`src/rtl/uart_defs_pkg.sv`:
```
// uart_defs: shared definitions for the UART receive path.
//   rx_state_t        receiver FSM state encoding
//   CLKS_PER_BIT_DEF  default clocks per bit (100 MHz / 9600 baud)
//   UART_BITS         data bits per frame
//   maj3()            2-of-3 majority vote used by the optional majority sampler
package uart_defs;
  localparam int UART_BITS        = 8;
  localparam int CLKS_PER_BIT_DEF = 10416;

  typedef enum logic [2:0] {
    ST_IDLE    = 3'd0,
    ST_START   = 3'd1,
    ST_DATA    = 3'd2,
    ST_STOP    = 3'd3,
    ST_WAIT_HI = 3'd4
  } rx_state_t;

  function automatic logic maj3(input logic a, input logic b, input logic c);
    return (a & b) | (a & c) | (b & c);
  endfunction
endpackage

```
`src/rtl/uart_rx_fifo.sv`:
```
// uart_rx_fifo: first-word-fall-through byte FIFO behind the UART receiver.
//   clk_100MHz  in   system clock
//   reset       in   active-low async reset
//   push        in   write din this cycle
//   din         in   byte to write
//   rd          in   pop request, ignored while empty
//   dout        out  head byte (0 while empty)
//   vdout       out  FIFO not empty
//   level       out  bytes held, 0..2**AW
//   ovf         out  1-cycle pulse one cycle after a push was dropped (full, no pop)
module uart_rx_fifo #(
  parameter int AW = 4,
  parameter int W  = 8
) (
  input  logic          clk_100MHz,
  input  logic          reset,
  input  logic          push,
  input  logic [W-1:0]  din,
  input  logic          rd,
  output logic [W-1:0]  dout,
  output logic          vdout,
  output logic [AW:0]   level,
  output logic          ovf
);
  localparam int DEPTH = 2 ** AW;

  logic [W-1:0] mem [DEPTH];
  logic [AW:0]  wptr, rptr;
  logic         empty, full, pop, wr_en;

  // Extra pointer MSB distinguishes full from empty when low bits match.
  assign empty = (wptr == rptr);
  assign full  = (wptr[AW] != rptr[AW]) && (wptr[AW-1:0] == rptr[AW-1:0]);
  assign pop   = rd && !empty;
  // A pop in the same cycle frees the slot, so a full FIFO still accepts the push.
  assign wr_en = push && (!full || pop);

  always_ff @(posedge clk_100MHz) begin
    if (wr_en) mem[wptr[AW-1:0]] <= din;
  end

  always_ff @(posedge clk_100MHz or negedge reset) begin
    if (!reset) begin
      wptr <= '0;
      rptr <= '0;
      ovf  <= 1'b0;
    end else begin
      if (wr_en) wptr <= wptr + 1'b1;
      if (pop)   rptr <= rptr + 1'b1;
      ovf <= push && full && !pop;
    end
  end

  // Memory is not reset; gating keeps dout at 0 whenever nothing is held.
  assign dout  = empty ? '0 : mem[rptr[AW-1:0]];
  assign vdout = !empty;
  assign level = wptr - rptr;
endmodule

```
`src/rtl/uart_rx.sv`:
```
// uart_rx: 8N1 UART receiver with a FWFT receive FIFO.
//   clk_100MHz  in   system clock
//   reset       in   active-low reset, async assert / sync release
//   rxd         in   serial input, idle high, asynchronous
//   rd          in   pop request, honoured when vdout=1
//   dout        out  FIFO head byte
//   vdout       out  FIFO not empty
//   level       out  bytes held
//   frame_err   out  1-cycle pulse: stop bit sampled low, byte discarded
//   ovf         out  1-cycle pulse: good byte dropped because the FIFO was full
// Build option: define UART_RX_MAJORITY_EN to take a 2-of-3 vote of rxs around
// every sample point (decision one cycle after the point).
module uart_rx
  import uart_defs::*;
#(
  parameter int CLKS_PER_BIT = CLKS_PER_BIT_DEF,
  parameter int FIFO_AW      = 4
) (
  input  logic               clk_100MHz,
  input  logic               reset,
  input  logic               rxd,
  input  logic               rd,
  output logic [7:0]         dout,
  output logic               vdout,
  output logic [FIFO_AW:0]   level,
  output logic               frame_err,
  output logic               ovf
);
`ifdef UART_RX_MAJORITY_EN
  localparam int MAJ = 1;
`else
  localparam int MAJ = 0;
`endif
  localparam int CW = $clog2(CLKS_PER_BIT);
  // All decision points move one cycle later in majority mode; only the
  // start decision needs the shift, bit spacing follows from it.
  localparam logic [CW-1:0] START_PT = CW'(CLKS_PER_BIT / 2 - 1 + MAJ);
  localparam logic [CW-1:0] BIT_END  = CW'(CLKS_PER_BIT - 1);

  logic [1:0]  rst_sync;
  logic        rst_n;
  logic        rx_meta, rxs, smp;
  rx_state_t   state, state_nxt;
  logic [CW-1:0] cnt;
  logic [2:0]  bit_idx;
  logic [UART_BITS-1:0] shreg, push_byte;
  logic        push_q;
  logic        start_pt, bit_pt, shift_en, stop_ok, stop_bad;

  // Reset asserts asynchronously, releases two clocks after reset rises.
  always_ff @(posedge clk_100MHz or negedge reset) begin
    if (!reset) rst_sync <= 2'b00;
    else        rst_sync <= {rst_sync[0], 1'b1};
  end
  assign rst_n = rst_sync[1];

  always_ff @(posedge clk_100MHz or negedge rst_n) begin
    if (!rst_n) begin
      rx_meta <= 1'b1;
      rxs     <= 1'b1;
    end else begin
      rx_meta <= rxd;
      rxs     <= rx_meta;
    end
  end

`ifdef UART_RX_MAJORITY_EN
  logic rxs_d1, rxs_d2;
  always_ff @(posedge clk_100MHz or negedge rst_n) begin
    if (!rst_n) begin
      rxs_d1 <= 1'b1;
      rxs_d2 <= 1'b1;
    end else begin
      rxs_d1 <= rxs;
      rxs_d2 <= rxs_d1;
    end
  end
  // Evaluated at point+1: rxs_d2/rxs_d1/rxs are the values at point-1/point/point+1.
  assign smp = maj3(rxs_d2, rxs_d1, rxs);
`else
  assign smp = rxs;
`endif

  // FSM: state register
  always_ff @(posedge clk_100MHz or negedge rst_n) begin
    if (!rst_n) state <= ST_IDLE;
    else        state <= state_nxt;
  end

  // FSM: next state
  always_comb begin
    state_nxt = state;
    case (state)
      ST_IDLE:    if (!rxs) state_nxt = ST_START;
      ST_START:   if (start_pt) state_nxt = smp ? ST_IDLE : ST_DATA;
      ST_DATA:    if (bit_pt && bit_idx == 3'(UART_BITS - 1)) state_nxt = ST_STOP;
      ST_STOP:    if (bit_pt) state_nxt = smp ? ST_IDLE : ST_WAIT_HI;
      ST_WAIT_HI: if (rxs) state_nxt = ST_IDLE;
      default:    state_nxt = ST_IDLE;
    endcase
  end

  // FSM: decoded strobes
  always_comb begin
    start_pt = (state == ST_START) && (cnt == START_PT);
    bit_pt   = ((state == ST_DATA) || (state == ST_STOP)) && (cnt == BIT_END);
    shift_en = (state == ST_DATA) && bit_pt;
    stop_ok  = (state == ST_STOP) && bit_pt && smp;
    stop_bad = (state == ST_STOP) && bit_pt && !smp;
  end

  always_ff @(posedge clk_100MHz or negedge rst_n) begin
    if (!rst_n) begin
      cnt       <= '0;
      bit_idx   <= '0;
      shreg     <= '0;
      push_q    <= 1'b0;
      push_byte <= '0;
      frame_err <= 1'b0;
    end else begin
      if (state == ST_IDLE || state == ST_WAIT_HI || start_pt || bit_pt) cnt <= '0;
      else                                                               cnt <= cnt + 1'b1;
      if (start_pt)      bit_idx <= '0;
      else if (shift_en) bit_idx <= bit_idx + 1'b1;
      if (shift_en) shreg <= {smp, shreg[UART_BITS-1:1]};
      push_q    <= stop_ok;
      push_byte <= shreg;
      frame_err <= stop_bad;
    end
  end

  uart_rx_fifo #(.AW(FIFO_AW), .W(UART_BITS)) u_fifo (
    .clk_100MHz (clk_100MHz),
    .reset      (rst_n),
    .push       (push_q),
    .din        (push_byte),
    .rd         (rd),
    .dout       (dout),
    .vdout      (vdout),
    .level      (level),
    .ovf        (ovf)
  );
endmodule

```
`config.mk`:
```
export PLATFORM = sky130hd
export DESIGN_NAME = uart_rx
export DESIGN_NICKNAME = d
export VERILOG_FILES = /design/src/rtl/uart_defs_pkg.sv /design/src/rtl/uart_rx_fifo.sv /design/src/rtl/uart_rx.sv
export SDC_FILE = /design/constraint.sdc
export NUM_CORES = 1
export LEC_CHECK = 0
export CAP_MARGIN = 20
export CORE_UTILIZATION = 52
export CTS_CLUSTER_SIZE = 28
export DETAILED_ROUTE_END_ITERATION = 16
export PLACE_DENSITY = 0.66
export SLEW_MARGIN = 20
export SYNTH_ARGS = -nofsm -noshare
export SYNTH_HDL_FRONTEND = slang
export SYNTH_HIERARCHICAL = 1
export SYNTH_SLANG_ARGS = --single-unit
```
`constraint.sdc`:
```
create_clock -name clk_100MHz -period 2.95 [get_ports clk_100MHz]
set_input_delay 0.59 -clock clk_100MHz [delete_from_list [all_inputs] [get_ports clk_100MHz]]
set_output_delay 0.59 -clock clk_100MHz [all_outputs]
set_load 0.05 [all_outputs]
```
# Word level (Yosys, flattened, before mapping)
# Memories as Yosys holds them, arrays and structs flattened.
# Cells that the tools add are included.
# op_classes
add_sub_neg	5
n_eq_ne	15
n_mux	14
n_reduce_logical	24
# op_table
op	n
$mux W3	8
$pmux W3 S5	1
$add A14 B1 Y14 const B	1
$eq A14 B13 Y1 const B	1
$eq A14 B14 Y1 const B	1
$mux W14	1
$logic_and A1 B1 Y1	12
$add A5 B1 Y5 const B	2
$ne A2 B2 Y1 const B	5
$mux W8	1
$eq A3 B2 Y1 const B	2
$eq A3 B3 Y1 const B	2
$eq A5 B5 Y1	1
$logic_or A1 B1 Y1	5
$reduce_and A5 Y1	1
$sub A5 B5 Y5	1
$eq A4 B4 Y1	1
$logic_not A1 Y1	4
$add A3 B1 Y3 const B	1
$eq A3 B1 Y1 const B	1
$logic_not A3 Y1	1
$mux W1	2
$mux W2	1
$reduce_bool A2 Y1	1
$ne A1 B1 Y1	1
# word_totals
word_cells	72
mem_count	1
register_bits	53
out_inout_bits	16
ramBits	128
input_bits	4
# mem_list
name	words	width	read_ports	rd_clocked_by_memory_dff	wr	line_no	source
u_fifo.mem	16	8	1	0	1	uart_rx_fifo.sv:27	logic [W-1:0] mem [DEPTH];

# Logic depth before layout (Yosys ltp)
# depth
depth_word	7
depth_mapped	10
ltp_nobuf	7

# By module
# The synthesis kept the hierarchy.
# by_module_without_submodules
module	n_inst	area_each_um2	cells_per_inst	seq_area_each_um2
uart_rx_fifo	1	5715.5	298	4119.0
uart_rx	1	1799.2	147	1053.5

# Least setup slack after synthesis
# No wires, ideal clock.
# synth_path
kind	reg2out
from	reg u_fifo.rptr[1]
to	out dout[0]
n_path_buf	4
path_stages_with_launch	11
t_required_ns	2.360
setup_slack_ns	-0.778
arrival_ns	3.138
cell_sequence	dfrtp_1 -> buf_6 -> buf_12 -> buf_2 -> inv_1 -> ha_1 -> and4_1 -> nand2_1 -> clkbuf_1 -> o21ai_0 -> a21oi_1
# synth_via
elab_chain_len	2
elab_cells_between_ends	3
cone_classes	eq/ne (1); mux (1); memory (1)
# synth_lines
item	line_no	source
from (decl)	uart_rx_fifo.sv:28	logic [AW:0] wptr, rptr;
from (signal assigned)	uart_rx_fifo.sv:49	if (pop) rptr <= rptr + 1'b1;
$mem_v2 Z16 W8 / $eq A5 B5 Y1 (equally long branches)	n/a	
$mux W8 (*)	uart_rx_fifo.sv:55	assign dout = empty ? '0 : mem[rptr[AW-1:0]];
to (decl)	uart_rx.sv:23	output logic [7:0] dout,
# Mark *: on every way between the ends. The rest lies on a longest branch, timed or not.

# Worst setup path in the final report
# layout_path
from	reg u_fifo.rptr[1]
to	out dout[4]
# Same word-level chain as after synthesis.

==> results.yml <==
run_status:
  status: "finished clean"
critical_path:
  critPathMostFrequentCell: "buf_12"
  start_kind: "register"
  crit_path_max_incr_delay_ns: 0.57
  crit_chain: "buf_12, mux4_1, mux2_2, o21ai_4, a21oi_4, buf_12"
  rr_worst_depth: 7
  cp_num_buf_inv: 2
  worstReg2RegStart: "u_fifo/rptr[1]"
  cp_data_required_time_ns: 2.36
  critPathKind: "register to output pin"
  crit_family: "multiplexers"
  cp.arrival_ns: 2.29
  r2r-end: "u_fifo/mem[0][6]"
  crit_slowest_cell: "mux4_1"
  worstPathMaxFanout: 9
  r2r_setup_slack_ns: 0.54
  crit_path_end_kind: "output pin"
floorplan:
  rows: 43
  dieArea_sq_um: 14940
  die_h_um: 122.2
  initial_core_util: 0.5372
  die_w_um: 122.2
  ios: 20
  fp.coreArea_sq_um: 13990
clocking:
  cts.sinks: 181
  cts_tree: "built"
  numCtsBuffers: 17
  clk-insertion-delay-late_ns: 0.42
  clk_pin_slew_worst_paths_ns: 0.06
  hold_buffers: 0
  htreeDepth: 4
  clock-root-buffer: "clkbuf_16"
  clockBufferDepth: 2
cells_and_area:
  synthToLayoutAreaGrowth_pct: 19.51
  drive_gt1_frac: 0.2961
  final_cell_mix: "edfxtp_1 (128), dfrtp_1 (47), nor2_1 (37)"
  antenna_cells: 0
  n_fill_cell: 987
  design_area_sq_um: 8981
  register_area_sq_um: 5180
  final_common_cell: "edfxtp_1"
  multiInputGateArea_sq_um: 2312
  final_nets: 515
  final_cells: 690
timing:
  min_period_ns: 2.880
  clock.fmax_mhz: 347.2
  period_share: 0.9763
  hold-worst-slack_ns: 0.3396
  rsz0062_at_grt: "yes"
  tightest_slew_ns: 0.6524
  hold_viol: 0
  drv_slew: 0
  fin_skew_ns: 0.007142
  setup_viol: 0
  slew_headroom: 0.5650
global_routing:
  grt-ovfl-total: 0
  grt_use_total: 0.2135
  grt_max_degree: 52
  grt_pass1_vias: 3993
  antenna_found_initial: 0
  grt_pass1_wl_um: 22590
pwr:
  cellLeakagePower_nw: 3.738
  vdd.ir_drop.worst_uv: 360.4
  powerDensity_nw_per_um2: 821.3
detailed_routing:
  num_vias: 3904
  ant_nets: 0
  drt_iter0_markers: 339
  finalWirelength_um: 14270
  dr.pass1.iters: 4
  drc: 0
  viasPerCell: 5.658
  wire_per_inst_um: 20.68
worst_hold_path:
  min_path_type: "primary input to asynchronous set/reset pin"
synthesis:
  synth-edff-count: 128
  yosysWarnings: 6
  ys_ff_latch: 181
  ys_seq_area_frac: 0.6883
  ys.flop_type: "edfxtp_1"
  synth_cells: 445
  ys_async_sr_fraction: 0.2928
  syn_area_per_cell_sq_um: 16.89
  netlist_area_sq_um: 7515
  ys_types: 48
  syn_nets: 462
placed_design:
  dpl.hpwl_um: 9279
  finalWeightedCongestion: 0.8056
  placed_area_sq_um: 8264
  dp_cells: 650
  port_buffers: 19
flow_run:
  maxCapViolations: 0
## cell usage after synthesis, types with 2 or more instances
| cell type | number | area (sq um) |
|---|---|---|
| nand4_2 | 2 | 25.02 |
| nand4_1 | 8 | 50.05 |
| nor3_1 | 7 | 35.03 |
| buf_2 | 10 | 50.05 |
| mux2i_1 | 13 | 130.1 |
| clkbuf_1 | 4 | 15.01 |
| a21o_1 | 2 | 15.01 |
| edfxtp_1 | 128 | 3844 |
| and4bb_2 | 4 | 50.05 |
| nand2b_1 | 3 | 18.77 |
| mux4_1 | 8 | 210.2 |
| a21oi_1 | 13 | 65.06 |
| dfstp_2 | 2 | 52.55 |
| mux2_4 | 5 | 75.07 |
| o21ai_0 | 6 | 30.03 |
| nand3_1 | 10 | 50.05 |
| mux2_2 | 11 | 123.9 |
| inv_1 | 13 | 48.80 |
| and4_1 | 2 | 17.52 |
| mux4_2 | 22 | 495.5 |
| o21ai_1 | 5 | 25.02 |
| nor4_1 | 3 | 18.77 |
| xnor2_1 | 22 | 192.7 |
| nor2_1 | 37 | 138.9 |
| and3_1 | 2 | 12.51 |
| ha_1 | 12 | 150.1 |
| dfrtp_1 | 51 | 1276 |
| buf_6 | 3 | 33.78 |
| nand2_1 | 16 | 60.06 |
| xor2_1 | 3 | 26.28 |
## through the flow
step / total power [mW] / util / setup TNS, ns / setup slack [ns]
after floorplan: 4.313 / - / 0 / 0.02870
after global routing: 7.654 / 0.6420 / -0.05302 / -0.02618
after detailed placement: 5.104 / 0.5908 / 0 / 0.3485
after CTS: 7.381 / 0.6357 / 0 / 0.006022
final: 7.376 / 0.6420 / 0 / 0.07002
after global placement: 5.085 / 0.5908 / 0 / 0.3590
## state kept, by name, indices dropped and copies added, names as in the netlist
signal and cells:
bit_idx 3, frame_err 1, u_fifo/wptr 5, u_fifo/ovf 1, u_fifo/mem 128, state 3, rxs 1, push_q 1
u_fifo/rptr 5, cnt 14, rx_meta 1, push_byte 8, shreg 8, rst_sync 2
## what timing repair did
| item | 4_1_cts | 5_1_grt |
|---|---|---|
| gates cloned | 1 | 0 |
| gates resized for setup | 15 | 7 |
| setup buffers | 1 | 7 |
| endpoints found under the setup margin | 9 | 8 |
## cell type report
type                            instances  area share
Clock buffer                           20     0.04862
Clock inverter                         11     0.01407
Inverter                               14    0.005851
Multi-Input combinational cell        231      0.2575
Sequential cell                       181      0.5768
Tap cell                              180     0.02508
Timing Repair Buffer                   53     0.07217
## how the worst max path moves through the flow
stage | from | depth (start not counted) | end | slack, ns
detailed placement | u_fifo/rptr[1] | 6 | dout[0] | 0.35
floorplan | u_fifo/rptr[1] | 10 | dout[0] | 0.03
CTS | u_fifo/rptr[1] | 6 | dout[3] | 0.006
global route | u_fifo/rptr[0] | 5 | dout[5] | -0.03
finish | u_fifo/rptr[1] | 6 | dout[4] | 0.07
global placement | rd | 5 | u_fifo/mem[2][0] | 0.36
## metal layers
| metal | part of all wire | vias up | GRT usage |
|---|---|---|---|
| met5 | 0 | - | 0 |
| met4 | 0.017 | 0 | 0.08537 |
| met3 | 0.027 | 17 | 0.03671 |
| met2 | 0.50 | 64 | 0.3392 |
| met1 | 0.46 | 2017 | 0.2954 |
| li1 | - | 1806 | - |
## power breakdown
part | internal [mW] | total (mW) | leakage [nW] | switching, mW
Clock | 1.25 | 2.17 | 0.265 | 0.917
Sequential | 2.77 | 2.89 | 2.18 | 0.117
Combinational | 1.10 | 2.32 | 1.29 | 1.22
Total | 5.12 | 7.38 | 3.74 | 2.25
## logic make-up (layout without fill, tap and decap cells)
logic type	after synthesis	in the layout	share of synthesized area
buffers and inverters	33	98	0.02381
DFF	181	181	0.6883
other	1	1	0.0004990
muxes	59	59	0.1377
adders and majority gates	13	13	0.02264
and+or+nand+nor	103	103	0.07493
AOI/OAI and AO/OA	30	30	0.02298
xor gates and xnor gates	25	25	0.02914
Note: power is estimated with default switching activity, not from simulation.
